===== config.mk =====
export PLATFORM = sky130hd
export DESIGN_NAME = regfile_write_arbiter
export DESIGN_NICKNAME = d
export VERILOG_FILES = /design/src/rtl/regfile_write_arbiter.sv
export SDC_FILE = /design/constraint.sdc
export NUM_CORES = 1
export LEC_CHECK = 0
export CORE_ASPECT_RATIO = 0.8
export CORE_MARGIN = 2
export CORE_UTILIZATION = 50
export CTS_CLUSTER_SIZE = 14
export DETAILED_ROUTE_END_ITERATION = 16
export DONT_BUFFER_PORTS = 1
export REMOVE_ABC_BUFFERS = 1
export SLEW_MARGIN = 20
export SYNTH_ARGS = -nofsm -noshare
export SYNTH_HDL_FRONTEND = slang
export SYNTH_SLANG_ARGS = --single-unit

===== constraint.sdc =====
create_clock -name clk -period 3.1 [get_ports clk]
set_input_delay 0.62 -clock clk [delete_from_list [all_inputs] [get_ports clk]]
set_output_delay 0.62 -clock clk [all_outputs]
set_load 0.05 [all_outputs]

===== src/rtl/regfile_write_arbiter.sv =====
// Register-file write-port arbiter: unbuffered LSU results beat FIFO-buffered ALU results,
// with a starvation limit that forces the ALU head through after STARVE_LIMIT lost cycles.
module regfile_write_arbiter #(
   parameter int DEPTH        = 4,
   parameter int STARVE_LIMIT = 3
) (
   input  logic                    clk,
   input  logic                    rst_n,
   input  logic                    alu_valid,
   output logic                    alu_ready,
   input  logic [4:0]              alu_rd,
   input  logic [31:0]             alu_data,
   input  logic                    lsu_valid,
   output logic                    lsu_ready,
   input  logic [4:0]              lsu_rd,
   input  logic [31:0]             lsu_data,
   output logic                    we3,
   output logic [4:0]              a3,
   output logic [31:0]             wd3,
   output logic [$clog2(DEPTH):0]  fifo_count,
   output logic [31:0]             pending_mask
);
   localparam int AW = $clog2(DEPTH);
   localparam int CW = AW + 1;
   localparam int SW = $clog2(STARVE_LIMIT + 1);

   logic [4:0]    r_rd_mem   [DEPTH];
   logic [31:0]   r_data_mem [DEPTH];
   logic [AW-1:0] r_wr_ptr;
   logic [AW-1:0] r_rd_ptr;
   logic [CW-1:0] r_count;
   logic [SW-1:0] r_starve_cnt;

   logic          w_head_v;
   logic          w_force;
   logic          w_lsu_win;
   logic          w_pop;
   logic          w_push;
   logic [4:0]    w_win_rd;
   logic [31:0]   w_win_data;
   logic [31:0]   w_pending;

   assign w_head_v   = (r_count != '0);
   assign w_force    = w_head_v && (r_starve_cnt == SW'(STARVE_LIMIT));
   assign alu_ready  = (r_count < CW'(DEPTH));
   assign lsu_ready  = !w_force;
   assign w_lsu_win  = lsu_valid && !w_force;
   assign w_pop      = !w_lsu_win && w_head_v;
   assign w_push     = alu_valid && alu_ready;
   assign w_win_rd   = w_lsu_win ? lsu_rd   : r_rd_mem[r_rd_ptr];
   assign w_win_data = w_lsu_win ? lsu_data : r_data_mem[r_rd_ptr];

   assign fifo_count   = r_count;
   assign pending_mask = w_pending;

   // Only occupied slots contribute; x0 is never a real hazard
   always_comb begin
      w_pending = '0;
      for (int i = 0; i < DEPTH; i++) begin
         if (CW'(i) < r_count) begin
            w_pending[r_rd_mem[r_rd_ptr + AW'(i)]] = 1'b1;
         end
      end
      w_pending[0] = 1'b0;
   end

   always_ff @(posedge clk) begin
      if (w_push) begin
         r_rd_mem[r_wr_ptr]   <= alu_rd;
         r_data_mem[r_wr_ptr] <= alu_data;
      end
   end

   always_ff @(posedge clk or negedge rst_n) begin
      if (!rst_n) begin
         r_wr_ptr     <= '0;
         r_rd_ptr     <= '0;
         r_count      <= '0;
         r_starve_cnt <= '0;
      end else begin
         if (w_push) r_wr_ptr <= r_wr_ptr + AW'(1);
         if (w_pop)  r_rd_ptr <= r_rd_ptr + AW'(1);
         case ({w_push, w_pop})
            2'b10:   r_count <= r_count + CW'(1);
            2'b01:   r_count <= r_count - CW'(1);
            default: r_count <= r_count;
         endcase
         // Only losses with a waiting head count toward starvation
         if (w_pop)                      r_starve_cnt <= '0;
         else if (w_lsu_win && w_head_v) r_starve_cnt <= r_starve_cnt + SW'(1);
      end
   end

   always_ff @(posedge clk or negedge rst_n) begin
      if (!rst_n) begin
         we3 <= 1'b0;
         a3  <= '0;
         wd3 <= '0;
      end else if (w_lsu_win || w_pop) begin
         we3 <= (w_win_rd != 5'd0);
         a3  <= w_win_rd;
         wd3 <= w_win_data;
      end else begin
         we3 <= 1'b0;
      end
   end
endmodule


* After elaboration in Yosys (flattened, before gate mapping) *
Memories as Yosys holds them, arrays and structs flattened.
Cells that the tools add are included.

operators by class
  eq/ne operators = 3
  magnitude comparators = 13
  bitwise gates (word level) = 3
  multiplexer cells = 20
  add/sub/neg operators = 7
  reduce and logical (&&, ||, !) cells = 16

operators with widths
  cell                                                                                  number
  32-bit two-way mux                                                                    5
  32-bit OR                                                                             3
  5-bit by 6-bit < comparator with 1-bit output (second input constant)                 4
  1-bit demux with 5-bit select                                                         4
  5-bit by 1-bit greater-or-equal comparator with 1-bit output (second input constant)  4
  1-bit logical AND                                                                     9
  1-bit two-way mux                                                                     7
  2-bit by 1-bit adder with 2-bit output (second input constant)                        3
  1-bit by 3-bit < comparator with 1-bit output (first input constant)                  2
  2-bit by 3-bit < comparator with 1-bit output (first input constant)                  2
  3-bit case mux with 2 select lines                                                    1
  5-bit two-way mux                                                                     1
  5-bit nonzero test                                                                    1
  2-bit adder (second input constant)                                                   2
  2-bit == test (second input constant)                                                 2
  2-bit two-way mux                                                                     2
  2-bit nonzero test                                                                    2
  3-bit by 1-bit adder with 3-bit output (second input constant)                        1
  3-bit < comparator (second input constant)                                            1
  3-bit nonzero test                                                                    1
  3-bit by 1-bit subtractor with 3-bit output (second input constant)                   1
  2-bit by 1-bit == test with 1-bit output (second input constant)                      1
  1-bit logical NOT                                                                     2
  1-bit logical OR                                                                      1

word-level totals
  RAM bits = 148
  memories = 2
  output and inout port bits = 75
  register bits = 47

memories
  memory      depth  bits a word  rd ports  clocked after Yosys merged registers in  write ports  line  text
  r_data_mem  4      32           1         0                                        1            28    logic [31:0] r_data_mem [DEPTH];
  r_rd_mem    4      5            4         0                                        1            27    logic [4:0] r_rd_mem [DEPTH];

* Logic depth before layout (Yosys ltp) *
Gate-level depths: netlist of the first run.
An unclocked memory read counts as a cell.

  word-level depth = 12
  mapped depth = 8

* Least setup slack after synthesis of the first run *
No wires, ideal clock.

  path type = register to output
  start = register r_count[2], in the netlist fifo_count[2]
  end = output pending_mask[14]
  cell stages (with the launch flop) = 6
  path slack = -210 ps
  data required time = 2480 ps
  path buffers = 1
  arrival = 2690 ps
  path through = dfrtp_1 -> buf_6 -> clkinv_1 -> a21oi_4 -> nand2_1 -> o221ai_1

between the ends
  word-level cells in the longest chain between the ends = 8
  elaborated cells between the ends (all ways) = 11
  those cells by class = order compare: 4; mux: 4; bitwise: 3

ends and longest elaborated chain
  item                                           line  text
  from (decl)                                    31    logic [CW-1:0] r_count;
  from (signal assigned)                         84    2'b10: r_count <= r_count + CW'(1);
  from (signal assigned)                         85    2'b01: r_count <= r_count - CW'(1);
  from (signal assigned)                         86    default: r_count <= r_count;
  1-bit by 3-bit < comparator with 1-bit output  60    if (CW'(i) < r_count) begin
  32-bit two-way mux                             60
  32-bit OR (no source line)                     --
  32-bit two-way mux                             60
  32-bit OR (no source line)                     --
  32-bit two-way mux                             60
  32-bit OR (no source line)                     --
  32-bit two-way mux *                           60
  to (decl)                                      21    output logic [31:0] pending_mask

Every way passes the cells marked *; elsewhere a longest branch is shown, timed or not.

* Worst setup path after layout of the first run *
  start = register r_rd_ptr[0]
  end = output pending_mask[23]

between the ends
  word-level cells in the longest chain between the ends = 12
  elaborated cells between the ends (all ways) = 31
  those cells by class = add/sub: 3; order compare: 8; mux: 12; bitwise: 3; reduce/logical: 4; memory: 1

ends and longest elaborated chain
  item                                                                                         line    text
  from (decl)                                                                                  30      logic [AW-1:0] r_rd_ptr;
  from (signal assigned)                                                                       82      if (w_pop) r_rd_ptr <= r_rd_ptr + AW'(1);
  2-bit by 1-bit adder with 2-bit output or memory 4 x 5 bit (tied branches)                   --
  memory 4 x 5 bit *                                                                           --
  5-bit by 6-bit < comparator with 1-bit output (implied by the code) (tied with other cells)  61      w_pending[r_rd_mem[r_rd_ptr + AW'(i)]] = 1'b1;
  1-bit logical AND (implied by the code) or 1-bit two-way mux (tied branches)                 61
  1-bit two-way mux (implied by the code) or 1-bit demux with 5-bit select (tied branches)     61
  1-bit demux with 5-bit select or 32-bit two-way mux (tied branches)                          61, 60
  32-bit OR (no source line)                                                                   --
  32-bit two-way mux                                                                           60
  32-bit OR (no source line)                                                                   --
  32-bit two-way mux                                                                           60
  32-bit OR (no source line)                                                                   --
  32-bit two-way mux *                                                                         60

Marked as above.

==> results of run 1 <==
## final timing paths
check	to	slack, ns	start
worst max register to register	fifo_count[2]	0.58	fifo_count[0]
max in group asynchronous	r_rd_ptr[0]	2.81	rst_n
worst max-delay path	pending_mask[23]	-0.14	r_rd_ptr[0]
min in group clk	r_data_mem[0][1]	0.28	alu_data[1]
worst min register to register	r_starve_cnt[1]	0.51	r_starve_cnt[1]
worst min-delay path	wd3[16]	0.04	rst_n
## registers in the layout, summed over array words and instances (netlist names)
register and count:
a3 5, fifo_count 3, r_data_mem 128, r_rd_mem 20
r_rd_ptr 2, r_starve_cnt 2, r_wr_ptr 2, wd3 32
we3 1
## area by class of cell
| class | count | area share |
|---|---|---|
| Sequential cell | 195 | 0.4962 |
| Clock buffer | 18 | 0.03785 |
| Inverter | 9 | 0.003310 |
| Multi-Input combinational cell | 373 | 0.3395 |
| Timing Repair Buffer | 87 | 0.08507 |
| Clock inverter | 14 | 0.01269 |
| Tap cell | 230 | 0.02538 |
## where the power goes
group	internal, W	switching (W)	leakage (nW)
Combinational	0.00277	0.00392	1.84
Sequential	0.00340	0.00124	1.89
Clock	0.00113	0.000984	0.280
Total	0.00731	0.00615	4.01
## cell usage in the layout (no fill, tap or decap), types with 3 or more instances in the layout
cell type  count
a22oi_1        6
a22oi_2       14
a32oi_1        7
and2_1         3
and2_2         5
and2_4         3
and4b_2        3
and4bb_2       3
buf_12        14
buf_4         50
buf_6         19
clkbuf_16     18
clkinv_4       4
dfrtp_1       44
edfxtp_1     148
ha_1          10
inv_1          8
inv_6          5
mux2i_1       38
mux4_2        53
nand2_1       55
nand2_2        5
nand2b_1       7
nand3_1        5
nand3_2        8
nand4_1        9
nor2_1         8
nor2_2         4
nor2b_1        4
nor2b_2        4
nor2b_4        6
nor3_1         4
nor4b_4        6
o211ai_1       7
o21ai_0       40
o221ai_1       3
o221ai_2      10
xnor2_1        5
## per-stage QoR
stage / total power, W / setup slack (ns) / utilization
after global placement: 0.01021 / 0.1411 / 0.5512
after detailed placement: 0.01025 / 0.2048 / 0.5512
after floorplan: 0.008400 / -1.518 / -
after CTS: 0.01285 / -0.1259 / 0.6016
final: 0.01346 / -0.1437 / 0.6242
after global routing: 0.01409 / -0.2261 / 0.6242
## kinds of logic (layout without fill, tap and decap cells)
logic type                 after synthesis  in the layout  share of synthesized area
xor gates and xnor gates                 6              6                   0.005671
AOI/OAI and AO/OA                      101            102                    0.07548
other                                    1              1                  0.0004047
and+or+nand+nor                        163            163                     0.1030
adders and majority gates               10             10                    0.01350
buffers and inverters                   45            128                    0.02552
muxes                                   91             91                     0.1699
DFF                                    195            195                     0.6065
## timing repair
item,in CTS,in global routing
pin swaps,23,32
resized for setup,51,68
endpoints found under the setup margin,31,31
hold buffers,1,0
endpoints found under the hold margin,47,0
gates cloned,2,1
setup buffers,11,12
## layer usage
layer,global-route usage,share of wire,vias up
met5,0,0,-
met4,0.06422,0.017,0
met3,0.08121,0.094,43
met2,0.3345,0.46,252
met1,0.3299,0.43,2987
li1,-,-,2587
## worst reg2reg max path, delay by kind of cell, from the launching register on
family / cells / cell delay [ns]
flip-flops: 1 / 0.47
buffers and inverters: 2 / 0.35
AND/OR/NAND/NOR: 2 / 0.28
AO/OA/AOI/OAI: 1 / 0.46
XOR/XNOR: 1 / 0.12
adder cells (fa/ha/maj): 2 / 0.52
multiplexers: 1 / 0.22
==> run summary, run 1 <==
STA
----------------------------------------------------------------------------------------
Setup repair after global routing missed its margin                                  yes
Final Max Slew Viols                                                                   0
Relative slew margins                                                             0.5208
Final worst path period need                                                    3.244 ns
Maximum clock skew at final layout                                            0.01340 ns
Slew at the pin closest to its max-slew limit                                  0.7174 ns
Post-Route Setup TNS                                                           -2.042 ns
Worst hold margin                                                             0.04276 ns
Final Worst Setup Slack                                                       -0.1437 ns
Ratio of final minimum period to clock period                                      1.046
Final count of hold timing violations                                                  0
Count of final setup violators                                                        27
Timing-limited maximum frequency                                              0.3083 GHz

PLACEMENT
----------------------------------------------------------------------------------------
Routability-driven placement congestion ratio                                     0.9372
Quantity of I/O buffers inserted on ports                                              0
Placed cell areas                                                            0.01001 mm²
Number of placed instances, taps included                                            867
Total half-perimeter wirelength after legalization and detailed placement       14.95 mm

CLOCK NETWORK
----------------------------------------------------------------------------------------
Clock insertion delay at the later pin of the skew report                        0.43 ns
Number of buffers created by CTS                                                      17
Count of clock tree sinks                                                            195
CTS Buffer Depth                                                                       2
Clk Tree Root Cell                                                             clkbuf_16
CTS tree                                                                             yes
# H-tree levels                                                                        4
Clk pin slew, worst setup/hold paths                                             0.07 ns

PWR
----------------------------------------------------------------------------------------
Power density over the cells                                                 1187 mW/mm²
Peak VDD IR                                                                    0.5890 mV
Leakage power figure                                                            4.014 nW

YOSYS
----------------------------------------------------------------------------------------
Count of mapped cells out of synthesis                                               612
Number of flops mapped to enable cells by yosys                                      148
Main synth FF type                                                              edfxtp_1
Yosys synthesis warning count                                                          0
Mean instance size in the synthesized netlist                                  15.14 µm²
Cell Area, Synth                                                            0.009266 mm²
Most area-consuming cells after synthesis                                   edfxtp_1 48%, mux4_2 13%, dfrtp_1 13%
Area share of the largest cell type after synthesis                               0.4796
Largest area contributor in the netlist                                         edfxtp_1
Most used standard cells in the synthesized netlist                         148 x edfxtp_1, 61 x nand2_1, 53 x mux4_2
Sequential fraction of the synthesis area                                         0.6065
Number of synthesized register bits                                                  195
Most instantiated library cell after synthesis                                  edfxtp_1
Yosys cell types                                                                      54
Post-synthesis async set-or-reset flop share                                      0.2410

SETUP PATH
----------------------------------------------------------------------------------------
Worst path cell trace                                                       buf_6 -> mux4_2 -> and4bb_2 -> a22o_1 -> a221o_1 -> buf_12
Worst-path fanout max                                                                  8
Cell type group with the largest total delay on the critical path           multiplexers
Stages on worst setup path                                                             6
Kind of start point of the critical path                                        register
Start-to-end type of the worst setup path                                   register to output pin
Number of buffers and inverters on the critical path                                   2
Arrival time of the worst setup path                                             2.62 ns
Worst setup EP type                                                           output pin
Worst stage delay on the critical path                                           0.63 ns
Number of cells traversed by the worst register-to-register path                       9
Master of the slowest instance on the critical path                               mux4_2
Required time reported for the critical path endpoint                            2.48 ns

GLOBAL ROUTING
----------------------------------------------------------------------------------------
GRT overflow                                                                           0
Largest net degree at the start of global routing                                     76
Total global routing track utilization                                            0.2293
Number of global-route vias before repair                                          5,931
Number of antenna violations at the first check in global routing                      0
Wire length of the first global-routing pass                                    33.80 mm

DIE
----------------------------------------------------------------------------------------
Number of cell rows                                                                   44
Die span in x                                                                   156.2 µm
Count of pins on the block boundary                                                  153
Die boundary height                                                             125.8 µm
Core Area                                                                    0.01817 mm²
Floorplan die area                                                           0.01964 mm²
Starting Density                                                                  0.5101

ROUTING
----------------------------------------------------------------------------------------
Number of antenna-violating nets in the routed design                                  0
Post-detailed-route DRC marker count                                                   0
Aggregate routed wire length                                                    22.13 mm
Overall via count from detail_route                                                5,869
Via-to-Cell Ratio                                                                  6.338
DRC marker count from the first detailed-route iteration                             571
TritonRoute pass-1 iters                                                               5
Drt wl/cell                                                                     23.90 µm

FINAL LAYOUT
----------------------------------------------------------------------------------------
Antenna Diode Count                                                                    0
Seq. cell area                                                              0.005627 mm²
Share of post-route cells with drive strength above 1                             0.3865
Post-synthesis to final-layout area growth                                        22.37%
Total area of multi-input combinational cells                               0.003850 mm²
Count of placed standard cells in the final layout, fillers left out                 926
Nets                                                                                 771
Final non-filler cell area                                                   0.01134 mm²
Filler Cell Count                                                                  1,366

RUN STATUS
----------------------------------------------------------------------------------------
Status                                                                      finished with violations
Violated checks                                                             negative setup slack

WORST HOLD PATH
----------------------------------------------------------------------------------------
Type of the most critical hold path                                         input port to asynchronous set/reset pin

FLOW RUN
----------------------------------------------------------------------------------------
Number of violations of the max-capacitance limit                                      0

(Power assumes the default switching activity.)
==> run 2, diff against run 1 <==
--- a/config.mk
+++ b/config.mk
@@ -6,11 +6,11 @@
 export NUM_CORES = 1
 export LEC_CHECK = 0
 export CORE_ASPECT_RATIO = 0.8
-export CORE_MARGIN = 2
+export CORE_MARGIN = 4
 export CORE_UTILIZATION = 50
 export CTS_CLUSTER_SIZE = 14
 export DETAILED_ROUTE_END_ITERATION = 16
-export DONT_BUFFER_PORTS = 1
+export PLACE_DENSITY = 0.76
 export REMOVE_ABC_BUFFERS = 1
 export SLEW_MARGIN = 20
 export SYNTH_ARGS = -nofsm -noshare
==> run summary, run 2 (same netlist as run 1, synthesis figures left out) <==
FINAL LAYOUT
----------------------------------------------------------------------------------------
Post-synthesis to final-layout area growth                                        37.69%
Max FFs per register                                                                 128   unchanged
Share of post-route cells with drive strength above 1                             0.3264   -0.06006
Filler Cell Count                                                                  1,215   -11%
Register ranked first by flip-flop count                                      r_data_mem
Most common library cell in the layout ignoring fill and taps                   edfxtp_1
Biggest regs                                                                r_data_mem: 128 flops, wd3: 32 flops, r_rd_mem: 20 flops
Count of placed standard cells in the final layout, fillers left out               1,052   +14%
Nets                                                                                 896   +16%
Commonest non-fill, non-tap cells in the layout                             148 x edfxtp_1, 119 x clkdlybuf4s50_1, 57 x nand2_1

CLOCK NETWORK
----------------------------------------------------------------------------------------
CTS Buffer Depth                                                                       2   unchanged
Clk pin slew, worst setup/hold paths                                             0.07 ns   about the same
# H-tree levels                                                                        4   unchanged
CTS tree                                                                             yes
Number of buffers created by CTS                                                      17   unchanged
Number of hold-repair buffers added at the cts stage                                   0   -1
Clock insertion delay at the later pin of the skew report                        0.43 ns   about the same
Count of clock tree sinks                                                            195   unchanged
Clk Tree Root Cell                                                             clkbuf_16

PWR
----------------------------------------------------------------------------------------
Power density over the cells                                                 1136 mW/mm²   -4.3%
Sequential share of power                                                          0.256   -0.089
Peak VDD IR                                                                    0.5700 mV   -3.2%
Net switching power figure                                                    0.006356 W   +3.3%
Portion of total power attributed to combinational logic                           0.601   +0.104
Pint                                                                          0.008137 W   +11%
Sw Share                                                                          0.4386   -0.01827
Clock network fraction of design power                                             0.142   -0.015
Leakage power figure                                                            4.510 nW   +12%

GLOBAL ROUTING
----------------------------------------------------------------------------------------
Total global routing track utilization                                            0.2311   +0.001852
Largest net degree at the start of global routing                                     76   unchanged
Number of antenna violations at the first check in global routing                      0   unchanged
GRT overflow                                                                           0   unchanged
Wire length of the first global-routing pass                                    37.01 mm   +9.5%
Number of global-route vias before repair                                          6,590   +11%

WORST HOLD PATH
----------------------------------------------------------------------------------------
Type of the most critical hold path                                         input port to asynchronous set/reset pin

PLACEMENT
----------------------------------------------------------------------------------------
Pre-CTS setup slack                                                            0.1502 ns   -0.05456 ns
Total half-perimeter wirelength after legalization and detailed placement       16.43 mm   +9.9%
Routability-driven placement congestion ratio                                     0.8645   -7.8%
Number of placed instances, taps included                                            990   +14%
Quantity of I/O buffers inserted on ports                                            151   +151

STA
----------------------------------------------------------------------------------------
Relative slew margins                                                             0.5569   +0.03615
Ratio of final minimum period to clock period                                      1.041   -0.005792
Maximum clock skew at final layout                                           0.009907 ns   -0.003490 ns
Final Max Slew Viols                                                                   0   unchanged
Final worst path period need                                                    3.226 ns   -0.01796 ns
Slew at the pin closest to its max-slew limit                                  0.6646 ns   -0.05275 ns
Final Worst Setup Slack                                                       -0.1257 ns   +0.01796 ns
Count of final setup violators                                                        31   +15%
Timing-limited maximum frequency                                              0.3100 GHz   +0.56%
Setup repair after global routing missed its margin                                  yes
Final count of hold timing violations                                                  0   unchanged

ROUTING
----------------------------------------------------------------------------------------
Number of antenna-violating nets in the routed design                                  0   unchanged
Post-detailed-route DRC marker count                                                   0   unchanged
TritonRoute pass-1 iters                                                               5   unchanged
Aggregate routed wire length                                                    23.58 mm   +6.5%
Drt wl/cell                                                                     22.41 µm   -6.2%
DRC marker count from the first detailed-route iteration                             458   -20%
Via-to-Cell Ratio                                                                  6.001   -5.3%
Overall via count from detail_route                                                6,313   +7.6%

DIE
----------------------------------------------------------------------------------------
Die span in x                                                                   160.2 µm   +2.6%
Number of cell rows                                                                   44   unchanged
Count of pins on the block boundary                                                  153   unchanged
Die boundary height                                                             129.8 µm   +3.2%
Floorplan die area                                                           0.02079 mm²   +5.8%
Starting Density                                                                  0.5101   unchanged
Core Area                                                                    0.01817 mm²   unchanged

SETUP PATH
----------------------------------------------------------------------------------------
Start-to-end type of the worst setup path                                   register to output pin
Worst-path fanout max                                                                 10   +2
Arrival time of the worst setup path                                             2.61 ns   about the same
Kind of start point of the critical path                                        register
Required time reported for the critical path endpoint                            2.48 ns   about the same
Worst setup EP type                                                           output pin

RUN STATUS
----------------------------------------------------------------------------------------
Violated checks                                                             negative setup slack
Status                                                                      finished with violations

FLOW RUN
----------------------------------------------------------------------------------------
Number of violations of the max-capacitance limit                                      0   unchanged

==> run 2: cell count changes in the layout (fill, tap and decap cells not counted), sizes merged <==
cell           delta
diode             +1
inv               +2
bufinv            -1
a21oi             -1
clkdlybuf4s50   +119
clkbuf            -1
buf               +7
==> run 2: layer usage <==
layer | part of all wire | track usage
met5 | 0 | 0
met4 | 0.0064 | 0.05109
met2 | 0.48 | 0.3729
met1 | 0.44 | 0.3247
met3 | 0.070 | 0.05873
==> run 2: worst paths after layout <==
kind / end / depth (start not counted) / slack, ns / start
max in group asynchronous: wd3[14] / 2 / 2.08 / rst_n
worst max-delay path: pending_mask[28] / 8 / -0.13 / r_rd_ptr[0]
worst min register to register: a3[0] / 2 / 0.48 / a3[0]
worst min-delay path: wd3[31] / 1 / 0.21 / rst_n
min in group clk: a3[0] / 2 / 0.48 / a3[0]
worst max register to register: fifo_count[2] / 9 / 0.77 / fifo_count[0]
==> run 2: timing repair <==
action	CTS	global route
pin swaps	20	18
gates cloned	0	0
endpoints found under the setup margin	31	31
gates resized for setup	74	29
setup buffers	27	3
==> run 2: critical path, stage by stage (launching register included) <==
cell     delay (ns)
dfrtp_4        0.50
buf_12         0.16
buf_4          0.15
mux4_2         0.53
nor2b_4        0.19
buf_6          0.13
a32oi_1        0.19
nand3_1        0.15
buf_12         0.18
==> run 2: area by class of cell <==
| type | instances | area [µm²] | area share |
|---|---|---|---|
| sequential | 195 | 5625 | 0.4409 |
| multi-input combinational | 372 | 3826 | 0.2999 |
| timing repair buffer | 213 | 2419 | 0.1896 |
| clock buffer | 17 | 425.4 | 0.03334 |
| tap | 230 | 287.8 | 0.02256 |
| clock inverter | 15 | 138.9 | 0.01089 |
| inverter | 9 | 33.78 | 0.002648 |
| antenna | 1 | 2.502 | 0.0001961 |
==> run 2: power groups by stage <==
stage	logic [W]	registers (W)	clock network, W
detailed placement	0.00755	0.00384	0
global placement	0.00746	0.00378	0
floorplan	0.00349	0.00491	0
CTS	0.00844	0.00372	0.00212
global route	0.00914	0.00378	0.00224
finish	0.00871	0.00372	0.00206
==> run 2: metrics by stage <==
step	setup TNS, ns	hold slack, ns	cell area [µm²]	utilization	total power (W)
CTS	-2.071	0.2119	12600	0.6936	0.01427
floorplan	-95.41	0.3244	9064	-	0.008400
global placement	0	0.4613	11490	0.6327	0.01124
finish	-2.529	0.2082	12760	0.7023	0.01449
global route	-5.163	0.2402	12760	0.7021	0.01516
detailed placement	0	0.4712	11490	0.6327	0.01139
==> run 3, diff against run 2 <==
--- a/config.mk
+++ b/config.mk
@@ -7,10 +7,10 @@
 export LEC_CHECK = 0
 export CORE_ASPECT_RATIO = 0.8
 export CORE_MARGIN = 4
-export CORE_UTILIZATION = 50
+export CORE_UTILIZATION = 49
 export CTS_CLUSTER_SIZE = 14
 export DETAILED_ROUTE_END_ITERATION = 16
-export PLACE_DENSITY = 0.76
+export PLACE_DENSITY = 0.77
 export REMOVE_ABC_BUFFERS = 1
 export SLEW_MARGIN = 20
 export SYNTH_ARGS = -nofsm -noshare
==> constraint.sdc (replaced) <==
create_clock -name clk -period 2.75 [get_ports clk]
set_input_delay 0.55 -clock clk [delete_from_list [all_inputs] [get_ports clk]]
set_output_delay 0.55 -clock clk [all_outputs]
set_load 0.05 [all_outputs]
==> run summary, run 3 (same netlist as run 1, synthesis figures left out) <==
RUN STATUS
----------------------------------------------------------------------------------------
Status                                                                      finished with violations
Violated checks                                                             negative setup slack

SETUP PATH
----------------------------------------------------------------------------------------
Start-to-end type of the worst setup path                                   register to output pin
Master of the slowest instance on the critical path                               mux4_2
Worst setup EP type                                                           output pin
Worst stage delay on the critical path                                           0.65 ns   +0.12 ns
Kind of start point of the critical path                                        register
Required time reported for the critical path endpoint                            2.20 ns   -0.28 ns
Worst path cell trace                                                       buf_4 -> mux4_2 -> or2_1 -> o211ai_1 -> clkbuf_16
Register-to-register path setup slack                                            0.33 ns   -0.44 ns
Arrival time of the worst setup path                                             2.67 ns   +0.06 ns
Capture instance of the worst register-to-register path                     fifo_count[2]
Worst-path fanout max                                                                  8   -2
Number of cells traversed by the worst register-to-register path                       8   -1
Worst r2r src                                                               fifo_count[0]

FINAL LAYOUT
----------------------------------------------------------------------------------------
Max FFs per register                                                                 128   unchanged
Nets                                                                                 916   +2.2%
Final non-filler cell area                                                   0.01307 mm²   +2.5%
Register ranked first by flip-flop count                                      r_data_mem
Antenna Diode Count                                                                    0   -1
Biggest regs                                                                r_data_mem: 128 flops, wd3: 32 flops, r_rd_mem: 20 flops
Share of post-route cells with drive strength above 1                             0.3413   +0.01483
Count of placed standard cells in the final layout, fillers left out               1,094   +4.0%
Most common library cell in the layout ignoring fill and taps                   edfxtp_1
Commonest non-fill, non-tap cells in the layout                             148 x edfxtp_1, 118 x clkdlybuf4s50_1, 59 x buf_4
Filler Cell Count                                                                  1,194   -1.7%
Post-synthesis to final-layout area growth                                        41.06%

PLACEMENT
----------------------------------------------------------------------------------------
Placed cell areas                                                            0.01182 mm²   +2.8%
Routability-driven placement congestion ratio                                     0.9513   +10%
Number of placed instances, taps included                                          1,039   +4.9%
Quantity of I/O buffers inserted on ports                                            151   unchanged
Total half-perimeter wirelength after legalization and detailed placement       17.44 mm   +6.2%

STA
----------------------------------------------------------------------------------------
Ratio of final minimum period to clock period                                      1.170
Timing-limited maximum frequency                                              0.3109 GHz
Final Worst Setup Slack                                                       -0.4667 ns   -0.3409 ns
Final Max Slew Viols                                                                   0   unchanged
Post-Route Setup TNS                                                           -11.19 ns   -8.663 ns
Relative slew margins                                                             0.6025   +0.04556
Final worst path period need                                                    3.217 ns
Maximum clock skew at final layout                                            0.01210 ns   +0.002194 ns
Slew at the pin closest to its max-slew limit                                  0.5963 ns   -0.06834 ns
Final count of hold timing violations                                                  0   unchanged
Setup repair after global routing missed its margin                                  yes
Count of final setup violators                                                        31   unchanged

DIE
----------------------------------------------------------------------------------------
Die boundary height                                                               131 µm   +0.96%
Starting Density                                                                  0.5055   -0.004595
Count of pins on the block boundary                                                  153   unchanged
Floorplan die area                                                           0.02119 mm²   +1.9%
Number of cell rows                                                                   44   unchanged
Core Area                                                                    0.01833 mm²   +0.91%
Die span in x                                                                   161.8 µm   +0.96%

ROUTING
----------------------------------------------------------------------------------------
TritonRoute pass-1 iters                                                               5   unchanged
DRC marker count from the first detailed-route iteration                             600   +31%
Overall via count from detail_route                                                6,483   +2.7%
Via-to-Cell Ratio                                                                  5.926   -1.2%
Post-detailed-route DRC marker count                                                   0   unchanged
Number of antenna-violating nets in the routed design                                  0   unchanged
Aggregate routed wire length                                                    24.68 mm   +4.7%
Drt wl/cell                                                                     22.55 µm   +0.64%

CLOCK NETWORK
----------------------------------------------------------------------------------------
Number of buffers created by CTS                                                      17   unchanged
Clk Tree Root Cell                                                             clkbuf_16
Clk pin slew, worst setup/hold paths                                             0.08 ns   about the same
CTS tree                                                                             yes
Count of clock tree sinks                                                            195   unchanged
Clock insertion delay at the later pin of the skew report                        0.43 ns   about the same
Number of hold-repair buffers added at the cts stage                                   0   unchanged
# H-tree levels                                                                        4   unchanged
CTS Buffer Depth                                                                       2   unchanged

WORST HOLD PATH
----------------------------------------------------------------------------------------
Type of the most critical hold path                                         input port to asynchronous set/reset pin

GLOBAL ROUTING
----------------------------------------------------------------------------------------
Largest net degree at the start of global routing                                     76   unchanged
Total global routing track utilization                                            0.2346   +0.003481
Wire length of the first global-routing pass                                    37.79 mm   +2.1%
Number of antenna violations at the first check in global routing                      1   +1
Number of global-route vias before repair                                          6,607   +0.26%
GRT overflow                                                                           0   unchanged

FLOW RUN
----------------------------------------------------------------------------------------
Number of violations of the max-capacitance limit                                      0   unchanged

PWR
----------------------------------------------------------------------------------------
Peak VDD IR                                                                    0.6459 mV   +13%
Leakage power figure                                                            4.680 nW   +3.8%
Power density over the cells                                                 1289 mW/mm²   +13%

-- run 3: report_power, final --
part	switching (W)	internal [W]	leakage, nW	total (W)
registers	0.000352	0.00385	1.89	0.00420
clock network	0.00118	0.00131	0.296	0.00250
logic	0.00578	0.00437	2.49	0.0101
-- run 3: cell type report --
class | count | area (µm²) | share of cell area
Timing Repair Buffer | 233 | 2684 | 0.2053
Sequential cell | 195 | 5625 | 0.4304
Inverter | 9 | 33.78 | 0.002584
Clock buffer | 17 | 425.4 | 0.03255
Multi-Input combinational cell | 372 | 3801 | 0.2908
Tap cell | 253 | 316.6 | 0.02422
Clock inverter | 15 | 185.2 | 0.01417
-- run 3: repair_timing --
item,CTS,global route
setup buffers,6,16
gates resized for setup,57,41
gates cloned,1,1
pin swaps,16,25
setup endpoints to repair,31,31
-- run 3: worst max path at each step --
stage | to | slack (ns) | startpoint | cells after the start
2_1_floorplan | we3 | -1.81 | fifo_count[0] | 6
3_3_place_gp | pending_mask[14] | 0.02 | r_rd_ptr[1] | 6
3_5_place_dp | pending_mask[6] | 0.01 | r_rd_ptr[1] | 6
4_1_cts | pending_mask[8] | -0.45 | r_rd_ptr[0] | 7
5_1_grt | pending_mask[8] | -0.53 | r_rd_ptr[0] | 7
6_report | pending_mask[16] | -0.47 | r_rd_ptr[0] | 5
-- run 3: layer usage --
metal | vias to the layer above | GRT usage | part of all wire
met1 | 3266 | 0.3303 | 0.44
met5 | - | 0 | 0.00053
met3 | 44 | 0.07118 | 0.085
met4 | 2 | 0.05868 | 0.017
li1 | 2879 | - | -
met2 | 292 | 0.3650 | 0.46
-- run 3: critical path: cells and delay by family, from the launching register on --
| kind | cells | cell delay (ns) |
|---|---|---|
| DFF | 1 | 0.48 |
| and+or+nand+nor | 1 | 0.39 |
| buffers and inverters | 2 | 0.38 |
| muxes | 1 | 0.65 |
| AOI/OAI and AO/OA | 1 | 0.33 |
-- run 3: per-stage QoR --
stage / setup WS (ns) / hold slack [ns] / util / power, W
6_report: -0.4667 / 0.1248 / 0.7130 / 0.01685
5_1_grt: -0.5280 / 0.1590 / 0.7130 / 0.01756
4_1_cts: -0.4480 / 0.1358 / 0.6972 / 0.01638
3_5_place_dp: 0.01094 / 0.4708 / 0.6446 / 0.01331
3_3_place_gp: 0.01511 / 0.4610 / 0.6446 / 0.01318
2_1_floorplan: -1.809 / 0.2544 / - / 0.009469
